--- src/rtl/rng_pkg.sv ---
// Shared types and defaults for the random-number arbiter and its round-robin picker.
package rng_pkg;

   localparam int unsigned DEF_NREQ   = 3;
   localparam int unsigned DEF_WIDTH  = 8;
   localparam int unsigned DEF_STEPS  = 4;
   localparam int unsigned STEP_CNT_W = 4;

   // Game requester slots
   localparam int unsigned REQ_SPAWN_X = 0;
   localparam int unsigned REQ_DIR     = 1;
   localparam int unsigned REQ_SPEED   = 2;

   // Only the flight-direction requester runs the LFSR backwards
   localparam logic [DEF_NREQ-1:0] DEF_DIR_MASK = DEF_NREQ'(1) << REQ_DIR;

   typedef enum logic [2:0] {
      ST_IDLE   = 3'd0,
      ST_STEP   = 3'd1,
      ST_SAMPLE = 3'd2,
      ST_REDUCE = 3'd3,
      ST_DONE   = 3'd4
   } rng_state_e;

   function automatic int unsigned idx_width(input int unsigned n);
      return (n > 1) ? $clog2(n) : 1;
   endfunction

endpackage

--- src/rtl/rng_arbiter_rr_pick.sv ---
// Combinational round-robin picker: first set req bit at or after the rr pointer wins.
module rr_pick
   import rng_pkg::*;
#(
   parameter int unsigned NREQ = DEF_NREQ,
   parameter int unsigned IDXW = idx_width(NREQ)
) (
   input  logic [NREQ-1:0] req,
   input  logic [IDXW-1:0] rr,
   output logic            valid_c,
   output logic [IDXW-1:0] winner_c
);

   logic [NREQ-1:0] rot;
   int              sum;

   // Rotate so the rr position lands at bit 0; the lowest set bit is the winner
   always_comb begin
      rot      = NREQ'({req, req} >> rr);
      sum      = 0;
      winner_c = '0;
      for (int k = int'(NREQ) - 1; k >= 0; k--) begin
         if (rot[k]) begin
            sum      = int'(rr) + k;
            winner_c = IDXW'((sum >= int'(NREQ)) ? (sum - int'(NREQ)) : sum);
         end
      end
   end

   assign valid_c = |req;

endmodule

--- src/rtl/rng_arbiter.sv ---
// Shares one LFSR between NREQ requesters: steps it, samples it, reduces modulo limit, acks.
module rng_arbiter
   import rng_pkg::*;
#(
   parameter int unsigned     NREQ     = DEF_NREQ,
   parameter int unsigned     WIDTH    = DEF_WIDTH,
   parameter int unsigned     STEPS    = DEF_STEPS,
   parameter logic [NREQ-1:0] DIR_MASK = NREQ'(DEF_DIR_MASK)
) (
   input  logic                  clk,
   input  logic                  reset,
   input  logic [NREQ-1:0]       req,
   input  logic [NREQ*WIDTH-1:0] limit,
   input  logic                  free_run,
   input  logic [WIDTH-1:0]      lfsr_count,
   output logic                  lfsr_enable,
   output logic                  lfsr_up_down,
   output logic [NREQ-1:0]       ack,
   output logic [WIDTH-1:0]      rnd_data,
   output logic                  busy
);

   localparam int unsigned IDXW = idx_width(NREQ);

   rng_state_e            state;
   logic [IDXW-1:0]       rr;
   logic [IDXW-1:0]       g;
   logic [WIDTH-1:0]      lim;
   logic [WIDTH-1:0]      rem;
   logic [STEP_CNT_W-1:0] step_cnt;

   logic                  pick_valid;
   logic [IDXW-1:0]       pick_idx;

   rr_pick #(
      .NREQ (NREQ),
      .IDXW (IDXW)
   ) u_rr_pick (
      .req      (req),
      .rr       (rr),
      .valid_c  (pick_valid),
      .winner_c (pick_idx)
   );

   // Sequencer; every output is set for the state being entered so it is Moore and registered
   always_ff @(posedge clk or negedge reset) begin
      if (!reset) begin
         state        <= ST_IDLE;
         rr           <= '0;
         g            <= '0;
         lim          <= '0;
         rem          <= '0;
         step_cnt     <= '0;
         ack          <= '0;
         rnd_data     <= '0;
         busy         <= 1'b0;
         lfsr_enable  <= 1'b0;
         lfsr_up_down <= 1'b0;
      end else begin
         ack <= '0;
         case (state)
            ST_IDLE: begin
               if (pick_valid) begin
                  g            <= pick_idx;
                  lim          <= limit[int'(pick_idx)*WIDTH +: WIDTH];
                  step_cnt     <= '0;
                  state        <= ST_STEP;
                  busy         <= 1'b1;
                  lfsr_enable  <= 1'b1;
                  lfsr_up_down <= DIR_MASK[pick_idx];
               end else begin
                  lfsr_enable  <= free_run;
                  lfsr_up_down <= 1'b0;
               end
            end
            ST_STEP: begin
               if (step_cnt == STEP_CNT_W'(STEPS - 1)) begin
                  state        <= ST_SAMPLE;
                  lfsr_enable  <= 1'b0;
                  lfsr_up_down <= 1'b0;
               end else begin
                  step_cnt <= step_cnt + STEP_CNT_W'(1);
               end
            end
            ST_SAMPLE: begin
               rem   <= lfsr_count;
               state <= ST_REDUCE;
            end
            // Modulo by repeated subtraction; the guard keeps rem - lim from underflowing
            ST_REDUCE: begin
               if ((lim == '0) || (rem < lim)) begin
                  state    <= ST_DONE;
                  ack      <= NREQ'(1) << g;
                  rnd_data <= rem;
               end else begin
                  rem <= rem - lim;
               end
            end
            ST_DONE: begin
               rr           <= (g == IDXW'(NREQ - 1)) ? '0 : g + IDXW'(1);
               state        <= ST_IDLE;
               busy         <= 1'b0;
               lfsr_enable  <= free_run;
               lfsr_up_down <= 1'b0;
            end
            default: begin
               state        <= ST_IDLE;
               busy         <= 1'b0;
               lfsr_enable  <= 1'b0;
               lfsr_up_down <= 1'b0;
            end
         endcase
      end
   end

endmodule
--- config.mk ---
export PLATFORM = sky130hd
export DESIGN_NAME = rng_arbiter
export DESIGN_NICKNAME = d
export VERILOG_FILES = /design/src/rtl/rng_pkg.sv /design/src/rtl/rng_arbiter_rr_pick.sv /design/src/rtl/rng_arbiter.sv
export SDC_FILE = /design/constraint.sdc
export NUM_CORES = 1
export LEC_CHECK = 0
export CORE_MARGIN = 2
export CORE_UTILIZATION = 51
export CTS_BUF_LIST = sky130_fd_sc_hd__clkbuf_16
export DETAILED_ROUTE_END_ITERATION = 12
export GPL_TIMING_DRIVEN = 1
export PLACE_DENSITY = 0.77
export SETUP_SLACK_MARGIN = 0.5
export SLEW_MARGIN = 20
export SYNTH_ARGS = -nofsm -noshare
export SYNTH_HDL_FRONTEND = slang
export SYNTH_SLANG_ARGS = --single-unit
--- constraint.sdc ---
create_clock -name clk -period 3.3 [get_ports clk]
set_input_delay 0.66 -clock clk [delete_from_list [all_inputs] [get_ports clk]]
set_output_delay 0.66 -clock clk [all_outputs]
set_load 0.03 [all_outputs]
Yosys cells after proc, flatten, opt, wreduce, memory -nomap -nowiden
Cells that the tools add are included.
{"block": "totals", "reg_bits": 41, "elab_cells": 82, "output_inout_bits": 14, "in_bits": 38}
{"block": "op_classes", "n_reduce_logical": 15, "n_shift": 3, "mux": 27, "order_cmp": 5, "bitwise_logic": 2, "addsub": 8, "n_eq_ne": 11}
{"cell": "variable part select 24 x 6 -> 8 bit", "count": 1}
{"cell": "one-hot mux 8 bit (2 select lines)", "count": 1}
{"cell": "2-to-1 mux 3 bit", "count": 5}
{"cell": "2-to-1 mux 2 bit", "count": 7}
{"cell": "one-hot mux 3 bit (4 select lines)", "count": 1}
{"cell": "inequality test 2 bit, second input constant", "count": 5}
{"cell": "AND reduction 2 bit", "count": 5}
{"cell": "zero test 8 bit", "count": 1}
{"cell": "< comparator 8 bit", "count": 1}
{"cell": "2-to-1 mux 4 bit", "count": 2}
{"cell": "2-to-1 mux 8 bit", "count": 1}
{"cell": "one-hot mux 4 bit (2 select lines)", "count": 1}
{"cell": "subtractor 8 bit", "count": 1}
{"cell": "== test 3 x 2 -> 1 bit, second input constant", "count": 2}
{"cell": ">= comparator 3 x 2 -> 1 bit, second input constant", "count": 2}
{"cell": "AND reduction 3 bit", "count": 2}
{"cell": "OR reduction 3 bit", "count": 2}
{"cell": ">> shifter 6 x 2 -> 3 bit", "count": 1}
{"cell": "2-to-1 mux 1 bit", "count": 5}
{"cell": "adder 4 x 1 -> 4 bit, second input constant", "count": 1}
{"cell": "== test 4 x 2 -> 1 bit, second input constant", "count": 1}
{"cell": "one-hot mux 1 bit (4 select lines)", "count": 1}
{"cell": "nonzero test 2 bit", "count": 2}
{"cell": "subtractor 2 x 1 -> 2 bit, second input constant", "count": 2}
{"cell": "other kinds (17)", "count": 18}

Depth between registers and ports, before layout
Gate-level depths: netlist (run 1).
{"block": "depth", "word_depth": 10, "ltp_mapped": 10}

Hierarchy
Synthesis (run 1) repeated with hierarchy kept, for this count alone.
{"block": "unflattened", "hier_cells": 255, "hier_area_um2": 2492.4}
{"mod": "rng_arbiter", "cells_per_inst": 218, "seq_area_each_um2": 1026.0, "instances": 1, "area_per_inst_um2": 2218.4}
{"mod": "rr_pick", "cells_per_inst": 37, "seq_area_each_um2": 0.0, "instances": 1, "area_per_inst_um2": 274.0}

Worst setup path before layout (run 1)
No wires, ideal clock.
{"block": "synth_path", "kind": "register to register", "startpoint": "reg lim[0]", "endpoint": "reg rem[2]", "t_arrival_ns": 2.184, "setup_time_ns": 0.125, "required_ns": 3.175, "synth_period_minus_slack_ns": 2.309, "path_stages_with_launch": 9, "slack_ns": 0.991, "path_cell_list": "dfrtp_1 ha_1 fa_1 nor2b_1 o21ai_1 a21oi_1 o21ai_1 a21oi_2 mux2_2"}
{"block": "synth_between", "elab_chain_len": 4, "elab_cells_between_ends": 8}
{"item": "start, declared", "line": "rng_arbiter.sv:28", "text": "logic [WIDTH-1:0] lim;"}
{"item": "start signal, assigned", "line": "rng_arbiter.sv:65", "text": "lim <= limit[int'(pick_idx)*WIDTH +: WIDTH];"}
{"item": "< comparator 8 bit or zero test 8 bit (tied branches)", "line": "rng_arbiter.sv:91", "text": "if ((lim == '0) || (rem < lim)) begin"}
{"item": "logical OR 1 bit", "line": "rng_arbiter.sv:91"}
{"item": "inequality test 2 bit (no source line)"}
{"item": "AND reduction 2 bit (no source line)"}
{"item": "end signal, assigned", "line": "rng_arbiter.sv:86", "text": "rem <= lfsr_count;"}
{"item": "end signal, assigned", "line": "rng_arbiter.sv:96", "text": "rem <= rem - lim;"}
{"item": "end, declared", "line": "rng_arbiter.sv:29", "text": "logic [WIDTH-1:0] rem;"}
Parallel ways exist; a longest one is shown, timed or not. The select of a mux whose other input is x is not followed.
A chain may end at the register's enable or synchronous reset.

Worst setup path in the final report (run 1)
{"block": "layout_path", "startpoint": "reg lim[0]", "endpoint": "reg rem[4]"}
Same word-level chain as after synthesis.

==> results.yml, run 1 <==
global_routing:
  first_global_vias: 1968
  global_route_wire_length_before_repair_um: 9320
  gr-usage-all-layers_pct: 22.6
  global_route_congestion_overflow_total: 0
  number_of_antenna_violations_at_the_first_check_in_global_routing: 0
  grt_start_max_net_pins: 42
final_layout:
  final_nets: 353
  layout_common_cells: "clkdlybuf4s50_1 (50), dfrtp_1 (41), nand2_1 (31), inv_1 (18), mux2i_1 (14)"
  area_growth_pct: 28.9
  final_common_cell: "clkdlybuf4s50_1"
  fin_area_mm2: 0.00316
  final.fill_count: 387
  drive_gt1_share_pct: 9.57
  antennaDiodeCount: 0
synthesis:
  synth_seq_cells: 41
  syn-instance-count: 248
  asyncSetResetFlopFracSynth_pct: 100
  average_footprint_of_a_synthesized_cell_um2: 9.88
  synth_cell_types: 49
  yosysSeqAreaShare_pct: 41.9
  synth-edff-count: 0
  yosys_warnings: 0
  synth_fp_nets: 299
  post_synth_instance_area_mm2: 0.00245
  synth_top_flop_cell: "dfrtp_1"
worst_setup_path:
  critical_path_arrival_ns: 2.86
  crit_type: "register to register"
  endpoint_kind: "register"
  required_ns: 3.46
  critical_path_peak_fanout: 9
  timing.reg2reg.setup_slack_ns: 0.60
  regToRegEndpoint: "rem[4]"
  worstSetupStartpointType: "register"
  r2r-start: "lim[0]"
  reg2reg_depth: 8
timing:
  whs_ns: 0.486
  setup_total_negative_slack_ns: 0
  maxSlewHeadroom_pct: 40.6
  layout_worst_path_cycle_share_pct: 81.8
  slew_at_the_pin_closest_to_its_max_slew_limit_ns: 0.892
  fmax_mhz: 371
  skew_ns: 0.00295
  setup-violations-final: 0
  final-max-slew-violation-count: 0
  grt_setup_unrepaired: "true"
  period_minus_slack_ns: 2.70
  hold_viol: 0
clock_tree:
  hold_buffers: 0
  clk-insertion-delay-late_ns: 0.28
  ctsResizeCount: 0
  worst_setup_hold_path_clk_slew_ns: 0.06
  cts_tree: "done"
  postCtsSetupBuffers: 0
  clock_sinks: 41
  cts-root-to-sink-buffers: 2
  tritoncts_buffer_count: 5
  cts.root.buffer_cell: "clkbuf_16"
  cts-htree-levels: 2
placement:
  post_dp_cell_area_mm2: 0.00302
  io_buffers: 51
  post-dp-hpwl_um: 4040
  gpl.final_weighted_congestion: 0.838
power:
  power-per-cell-area_mw_per_mm2: 985
  power.leakage_nw: 1.37
  ir_worst_vdd_mv: 0.484
floorplan:
  rows: 25
  die_y_um: 73.3
  io_pins: 52
  die-width_um: 73.3
  total_die_area_mm2: 0.00537
  floorplan.initialDensity_pct: 52.2
  core_area_mm2: 0.00469
routing:
  vias: 2027
  postRouteAntennaNets: 0
  drt-initial-drc-count: 129
  finalWirelength_um: 5550
  route.detailed.vias_per_inst: 5.68
  post_detailed_route_wirelength_per_cell_um: 15.5
  detail_route.drc_violations: 0
  drt_pass1_iterations: 4
min_path:
  worstHoldStart: "rnd_data[0]"
  timing.hold.worst_endpoint: "rnd_data[0]"
  holdPathStages: 1
  hold_class: "register to register"
outcome:
  outcome: "complete, no violations"
job:
  cap_violations: 0
## sequential cells by signal (all words and copies together) (netlist names)
signal and flops:
busy 1, lfsr_up_down 1, g 2, lfsr_enable 1, rnd_data 8, state 3, ack 3, rr 2
rem 8, step_cnt 4, lim 8
## Yosys cell counts (6+ instances only)
cell type | count | area, um2
o21ai_0 | 8 | 40.0
o221ai_1 | 7 | 61.3
ha_1 | 12 | 150
or3_1 | 8 | 50.1
mux2_1 | 6 | 67.6
nand2_1 | 31 | 116
inv_1 | 17 | 63.8
mux2_2 | 8 | 90.1
a21oi_1 | 6 | 30.0
dfrtp_1 | 41 | 1030
nor2_1 | 12 | 45.0
mux2i_1 | 14 | 140
## how the worst max path moves through the flow
stage            from     end  slack [ns]  depth (start not counted)
6_report       lim[0]  rem[4]        0.60                          8
5_1_grt        lim[0]  rem[4]        0.46                          8
4_1_cts        lim[0]  rem[4]        0.59                          8
3_5_place_dp   req[2]  lim[5]        0.39                          8
3_3_place_gp   req[2]  lim[0]        0.48                          8
2_1_floorplan  lim[0]  rem[2]        0.99                          8
## cell families after synthesis
group | after synthesis | share of synthesized area, %
multiplexers | 28 | 12.2
AND/OR/NAND/NOR | 83 | 16.6
adder cells (fa/ha/maj) | 13 | 6.95
buffers and inverters | 26 | 4.60
flip-flops | 41 | 41.9
XOR/XNOR | 7 | 2.50
AO/OA/AOI/OAI | 50 | 15.3
## final cells by class
| type | instances | area (um2) | share of cell area [%] |
|---|---|---|---|
| Inverter | 17 | 63.8 | 2.02 |
| Multi-Input combinational cell | 181 | 1320 | 41.7 |
| Timing Repair Buffer | 56 | 543 | 17.2 |
| Tap cell | 54 | 67.6 | 2.14 |
| Clock inverter | 3 | 13.8 | 0.436 |
| Sequential cell | 41 | 1030 | 32.5 |
| Clock buffer | 5 | 125 | 3.96 |
## worst max-delay path, stage by stage, from the launching register on
cell and delay (ns):
dfrtp_1 0.42, ha_1 0.24, fa_1 0.41, nor2b_1 0.13, o21ai_1 0.10, a21oi_1 0.16, o21ai_1 0.14, a21oi_2 0.57
mux2_2 0.41
## through the flow
stage	setup WS, ns	power [mW]	utilization [%]	cells
2_1_floorplan	0.991	2.16	-	248
3_3_place_gp	0.479	2.58	64.3	349
3_5_place_dp	0.393	2.64	64.3	349
4_1_cts	0.587	3.11	67.3	357
5_1_grt	0.461	3.36	67.3	357
6_report	0.602	3.11	67.3	357
## power by group
group	switching [mW]	internal, mW
combinational	0.949	0.789
clock	0.185	0.274
sequential	0.191	0.720
## layer usage
layer | wire length (um) | track usage [%] | up-vias | share of wire, %
met3 | 284 | 4.66 | 4 | 5.1
met5 | 0 | 0 | - | 0
met2 | 2750 | 37.5 | 53 | 50
met1 | 2480 | 30.5 | 963 | 45
li1 | - | - | 1007 | -
met4 | 38 | 5.45 | 0 | 0.68
No activity file was read; power rests on OpenSTA's default activity.
==> run 2, diff against run 1 <==
==> constraint.sdc (replaced) <==
create_clock -name clk -period 2.5 [get_ports clk]
set_input_delay 0.5 -clock clk [delete_from_list [all_inputs] [get_ports clk]]
set_output_delay 0.5 -clock clk [all_outputs]
set_load 0.03 [all_outputs]
==> results.yml, run 2 (synthesis results as in run 1) <==
timing:
  skew_ns: 0.00431
  hold_viol: 0
  grt_setup_unrepaired: "true"
  period_minus_slack_ns: 2.21
  maxSlewHeadroom_pct: 38.0
  layout_worst_path_cycle_share_pct: 88.4
  final-max-slew-violation-count: 0
  whs_ns: 0.364
  slew_at_the_pin_closest_to_its_max_slew_limit_ns: 0.930
  fmax_mhz: 453
  setup-violations-final: 0
worst_setup_path:
  worstSetupStartpointType: "register"
  reg2reg_depth: 9
  required_ns: 2.66
  crit_type: "register to register"
  timing.reg2reg.setup_slack_ns: 0.29
  critPathLaunch: "lim[0]"
  critical_path_arrival_ns: 2.37
  cp-endpoint: "rem[2]"
  regToRegEndpoint: "rem[2]"
  endpoint_kind: "register"
  critical_path_peak_fanout: 9
  r2r-start: "lim[0]"
global_routing:
  grt_start_max_net_pins: 42
  global_route_congestion_overflow_total: 0
  number_of_antenna_violations_at_the_first_check_in_global_routing: 0
  gr-usage-all-layers_pct: 26.0
  first_global_vias: 2220
  global_route_wire_length_before_repair_um: 10600
final_layout:
  drive_gt1_share_pct: 31.7
  top_regs: "lim x8, rem x8, rnd_data x8"
  final_core_utilization_pct: 81.5
  antennaDiodeCount: 0
  final_nets: 384
  final_common_cell: "clkdlybuf4s50_1"
  layout_common_cells: "clkdlybuf4s50_1 (47), dfrtp_1 (39), nand2_1 (30), buf_4 (19)"
  area_growth_pct: 56.0
routing:
  postRouteAntennaNets: 0
  vias: 2282
  topRoutingLayerUsed: "met4"
  wl_met1_um: 3090
  route.detailed.vias_per_inst: 5.88
  post_detailed_route_wirelength_per_cell_um: 18.4
  finalWirelength_um: 7150
  drt_pass1_iterations: 4
  wl_met3_um: 459
  drt-initial-drc-count: 155
  amount_of_wire_on_met2_after_detailed_routing_um: 3530
  detail_route.drc_violations: 0
floorplan:
  floorplan.initialDensity_pct: 52.2
  die-width_um: 73.3
  io_pins: 52
  core_area_mm2: 0.00469
  total_die_area_mm2: 0.00537
  rows: 25
  die_y_um: 73.3
power:
  power-per-cell-area_mw_per_mm2: 1400
  power.leakage_nw: 1.65
  totalPowerFinal_mw: 5.33
  ir_worst_vdd_mv: 0.784
clock_tree:
  cts_tree: "done"
  cts.root.buffer_cell: "clkbuf_16"
  cts-htree-levels: 2
  worst_setup_hold_path_clk_slew_ns: 0.06
  tritoncts_buffer_count: 5
  clock_sinks: 41
  hold_buffers: 0
  clk-insertion-delay-late_ns: 0.28
  cts-root-to-sink-buffers: 2
job:
  cap_violations: 0
placement:
  post-dp-hpwl_um: 4050
  gpl.final_weighted_congestion: 0.817
  io_buffers: 51
min_path:
  hold_class: "input pin to async pin"
outcome:
  outcome: "complete, no violations"
run 2: layer usage:
metal / vias to the layer above / GRT usage [%]
met1: 1128 / 35.8
met5: - / 0
li1: 1069 / -
met4: 0 / 6.46
met3: 7 / 4.66
met2: 78 / 42.9
run 2: worst min-delay path by stage:
stage	to	slack [ns]	cells past startpoint
after floorplan	ack[0]	0.20	0
after global placement	rnd_data[6]	0.47	1
after detailed placement	rnd_data[7]	0.48	1
after CTS	rnd_data[5]	0.38	1
after global routing	rnd_data[5]	0.45	1
final	rnd_data[5]	0.36	1
run 2: stage by stage:
| stage | instances | cell area (um2) | setup TNS (ns) | setup WS (ns) |
|---|---|---|---|---|
| 2_1_floorplan | 248 | 2490 | 0 | 0.397 |
| 3_3_place_gp | 358 | 3120 | -2.04 | -0.233 |
| 3_5_place_dp | 358 | 3120 | -3.23 | -0.393 |
| 4_1_cts | 384 | 3700 | 0 | 0.328 |
| 5_1_grt | 388 | 3820 | 0 | 0.208 |
| 6_report | 388 | 3820 | 0 | 0.291 |
run 2: report_power, final:
group | total, mW | internal (mW) | switching, mW | leakage, nW
clock network | 0.711 | 0.464 | 0.248 | 0.0826
registers | 1.22 | 0.953 | 0.269 | 0.505
logic | 3.40 | 1.70 | 1.70 | 1.07
run 2: layout make-up:
type / count / area (um2)
multi-input combinational: 182 / 1650
clock inverter: 3 / 37.5
fill: 274 / 870
tap: 54 / 67.6
inverter: 17 / 63.8
timing repair buffer: 86 / 847
sequential: 41 / 1030
clock buffer: 5 / 125
run 2: critical path: stages (launching register included):
cell and delay [ns]:
dfrtp_1 0.43, ha_4 0.18, fa_2 0.34, nor2b_2 0.14
o21ai_2 0.08, a21oi_2 0.19, o21ai_4 0.11, a21oi_4 0.15
buf_12 0.16, mux2_4 0.30
run 2: repair_timing:
item / CTS / global route
pin swaps: 15 / 13
endpoints found under the setup margin: 31 / 31
gates cloned: 1 / 0
setup buffers: 17 / 4
gates resized for setup: 60 / 25
==> run 3, diff against run 2 <==
--- a/config.mk
+++ b/config.mk
@@ -10,7 +10,7 @@
 export CTS_BUF_LIST = sky130_fd_sc_hd__clkbuf_16
 export DETAILED_ROUTE_END_ITERATION = 12
 export GPL_TIMING_DRIVEN = 1
-export PLACE_DENSITY = 0.77
+export PLACE_DENSITY = 0.85
 export SETUP_SLACK_MARGIN = 0.5
 export SLEW_MARGIN = 20
 export SYNTH_ARGS = -nofsm -noshare
==> results.yml, run 3 (synthesis results as in run 1) <==
placement:
  post_dp_cell_area_mm2: 0.00312
  post-dp-hpwl_um: 4090
  gpl.final_weighted_congestion: 0.878
  preCtsSetupSlack_ns: -0.329
  io_buffers: 51
worst_setup_path:
  reg2reg_depth: 9
  regToRegEndpoint: "rem[4]"
  critical_path_peak_fanout: 4
  crit_type: "register to register"
  critical-path-top-delay-family: "compound AO/OA/AOI/OAI gates"
  r2r-start: "lim[0]"
  timing.reg2reg.setup_slack_ns: 0.19
  cp_cell_sequence: "ha_4, fa_2, nor2b_2, o21ai_2, a21oi_2, o21ai_4, a21oi_4, buf_6, mux2_4"
  required_ns: 2.67
  cp_num_buf_inv: 1
  critical_path_arrival_ns: 2.48
  timing.critical_path.slowest_stage_cell: "dfrtp_1"
  worstSetupStartpointType: "register"
  crit_path_max_incr_delay_ns: 0.42
  endpoint_kind: "register"
job:
  cap_violations: 0
routing:
  post_detailed_route_wirelength_per_cell_um: 20.2
  vias: 2466
  drt_pass1_iterations: 6
  detail_route.drc_violations: 0
  finalWirelength_um: 7920
  postRouteAntennaNets: 0
  route.detailed.vias_per_inst: 6.27
  drt-initial-drc-count: 276
floorplan:
  die_y_um: 73.3
  floorplan.initialDensity_pct: 52.2
  total_die_area_mm2: 0.00537
  io_pins: 52
  die-width_um: 73.3
  rows: 25
  core_area_mm2: 0.00469
final_layout:
  final_core_utilization_pct: 79.8
  area_growth_pct: 52.8
  layout_common_cells: "clkdlybuf4s50_1 (47), dfrtp_1 (39), nand2_1 (30), buf_4 (23), inv_1 (15)"
  final_common_cell: "clkdlybuf4s50_1"
  drive_gt1_share_pct: 27.7
  final_nets: 390
  fin_area_mm2: 0.00374
  top_regs: "lim x8, rem x8, rnd_data x8"
  antennaDiodeCount: 0
clock_tree:
  hold_buffers: 0
  tritoncts_buffer_count: 5
  cts-root-to-sink-buffers: 2
  clock_sinks: 41
  clk-insertion-delay-late_ns: 0.29
  cts_tree: "done"
  worst_setup_hold_path_clk_slew_ns: 0.06
  cts-htree-levels: 2
  cts.root.buffer_cell: "clkbuf_16"
global_routing:
  global_route_wire_length_before_repair_um: 11700
  gr-usage-all-layers_pct: 28.6
  first_global_vias: 2384
  number_of_antenna_violations_at_the_first_check_in_global_routing: 0
  global_route_congestion_overflow_total: 0
  grt_start_max_net_pins: 42
outcome:
  outcome: "complete, no violations"
timing:
  final-max-slew-violation-count: 0
  whs_ns: 0.344
  fmax_mhz: 433
  setup_total_negative_slack_ns: 0
  period_minus_slack_ns: 2.31
  finalWorstSetupSlack_ns: 0.188
  setup-violations-final: 0
  slew_at_the_pin_closest_to_its_max_slew_limit_ns: 0.917
  grt_setup_unrepaired: "true"
  maxSlewHeadroom_pct: 38.9
  layout_worst_path_cycle_share_pct: 92.5
  hold_viol: 0
  skew_ns: 0.00621
power:
  power-per-cell-area_mw_per_mm2: 1430
  power.leakage_nw: 1.64
  ir_worst_vdd_mv: 1.04
min_path:
  hold_class: "input pin to async pin"
-- run 3: worst max path at each step --
stage               slack, ns   start  cells past startpoint      to
detailed placement      -0.33  req[0]                      7  lim[1]
global route             0.09  lim[0]                     10  rem[1]
finish                   0.19  lim[0]                      9  rem[4]
CTS                      0.31  lim[0]                      9  rem[5]
floorplan                0.40  lim[0]                      8  rem[2]
global placement        -0.23  req[0]                      7  lim[6]
-- run 3: repair_timing --
item / 4_1_cts / 5_1_grt
gates resized for setup: 35 / 25
gates cloned: 2 / 0
buffers inserted: 22 / 4
pin swaps: 14 / 5
setup endpoints to repair: 30 / 31
-- run 3: per-layer routing --
| metal | track usage [%] | routed length [um] | vias to the layer above |
|---|---|---|---|
| li1 | - | - | 1079 |
| met2 | 47.3 | 3730 | 155 |
| met3 | 5.35 | 609 | 43 |
| met1 | 36.6 | 3180 | 1189 |
| met4 | 12.5 | 401 | 0 |
| met5 | 0 | 0 | - |
-- run 3: worst reg2reg max path, delay by kind of cell (launching register included) --
family                     cells  cell delay (ns)
AOI/OAI and AO/OA              4             0.62
and+or+nand+nor                1             0.15
buffers and inverters          1             0.16
DFF                            1             0.42
adders and majority gates      2             0.57
muxes                          1             0.29
-- run 3: layout make-up --
| class | count | area (um2) |
|---|---|---|
| repair buffers | 91 | 881 |
| clock inverters | 2 | 7.51 |
| inverters | 17 | 63.8 |
| flip-flops and latches | 41 | 1030 |
| fillers | 246 | 950 |
| clock buffers | 5 | 125 |
| well taps | 54 | 67.6 |
| multi-input cells | 183 | 1570 |
-- run 3: per-stage QoR --
step           cells  total power [mW]
2_1_floorplan    248              2.93
3_3_place_gp     358              3.52
3_5_place_dp     358              3.61
4_1_cts          389              4.76
5_1_grt          393              5.61
6_report         393              5.33
-- run 3: power breakdown --
| part | leakage, nW | internal (mW) | switching, mW | total, mW |
|---|---|---|---|---|
| clock | 0.0685 | 0.357 | 0.255 | 0.613 |
| sequential | 0.505 | 0.953 | 0.277 | 1.23 |
| combinational | 1.07 | 1.69 | 1.80 | 3.49 |
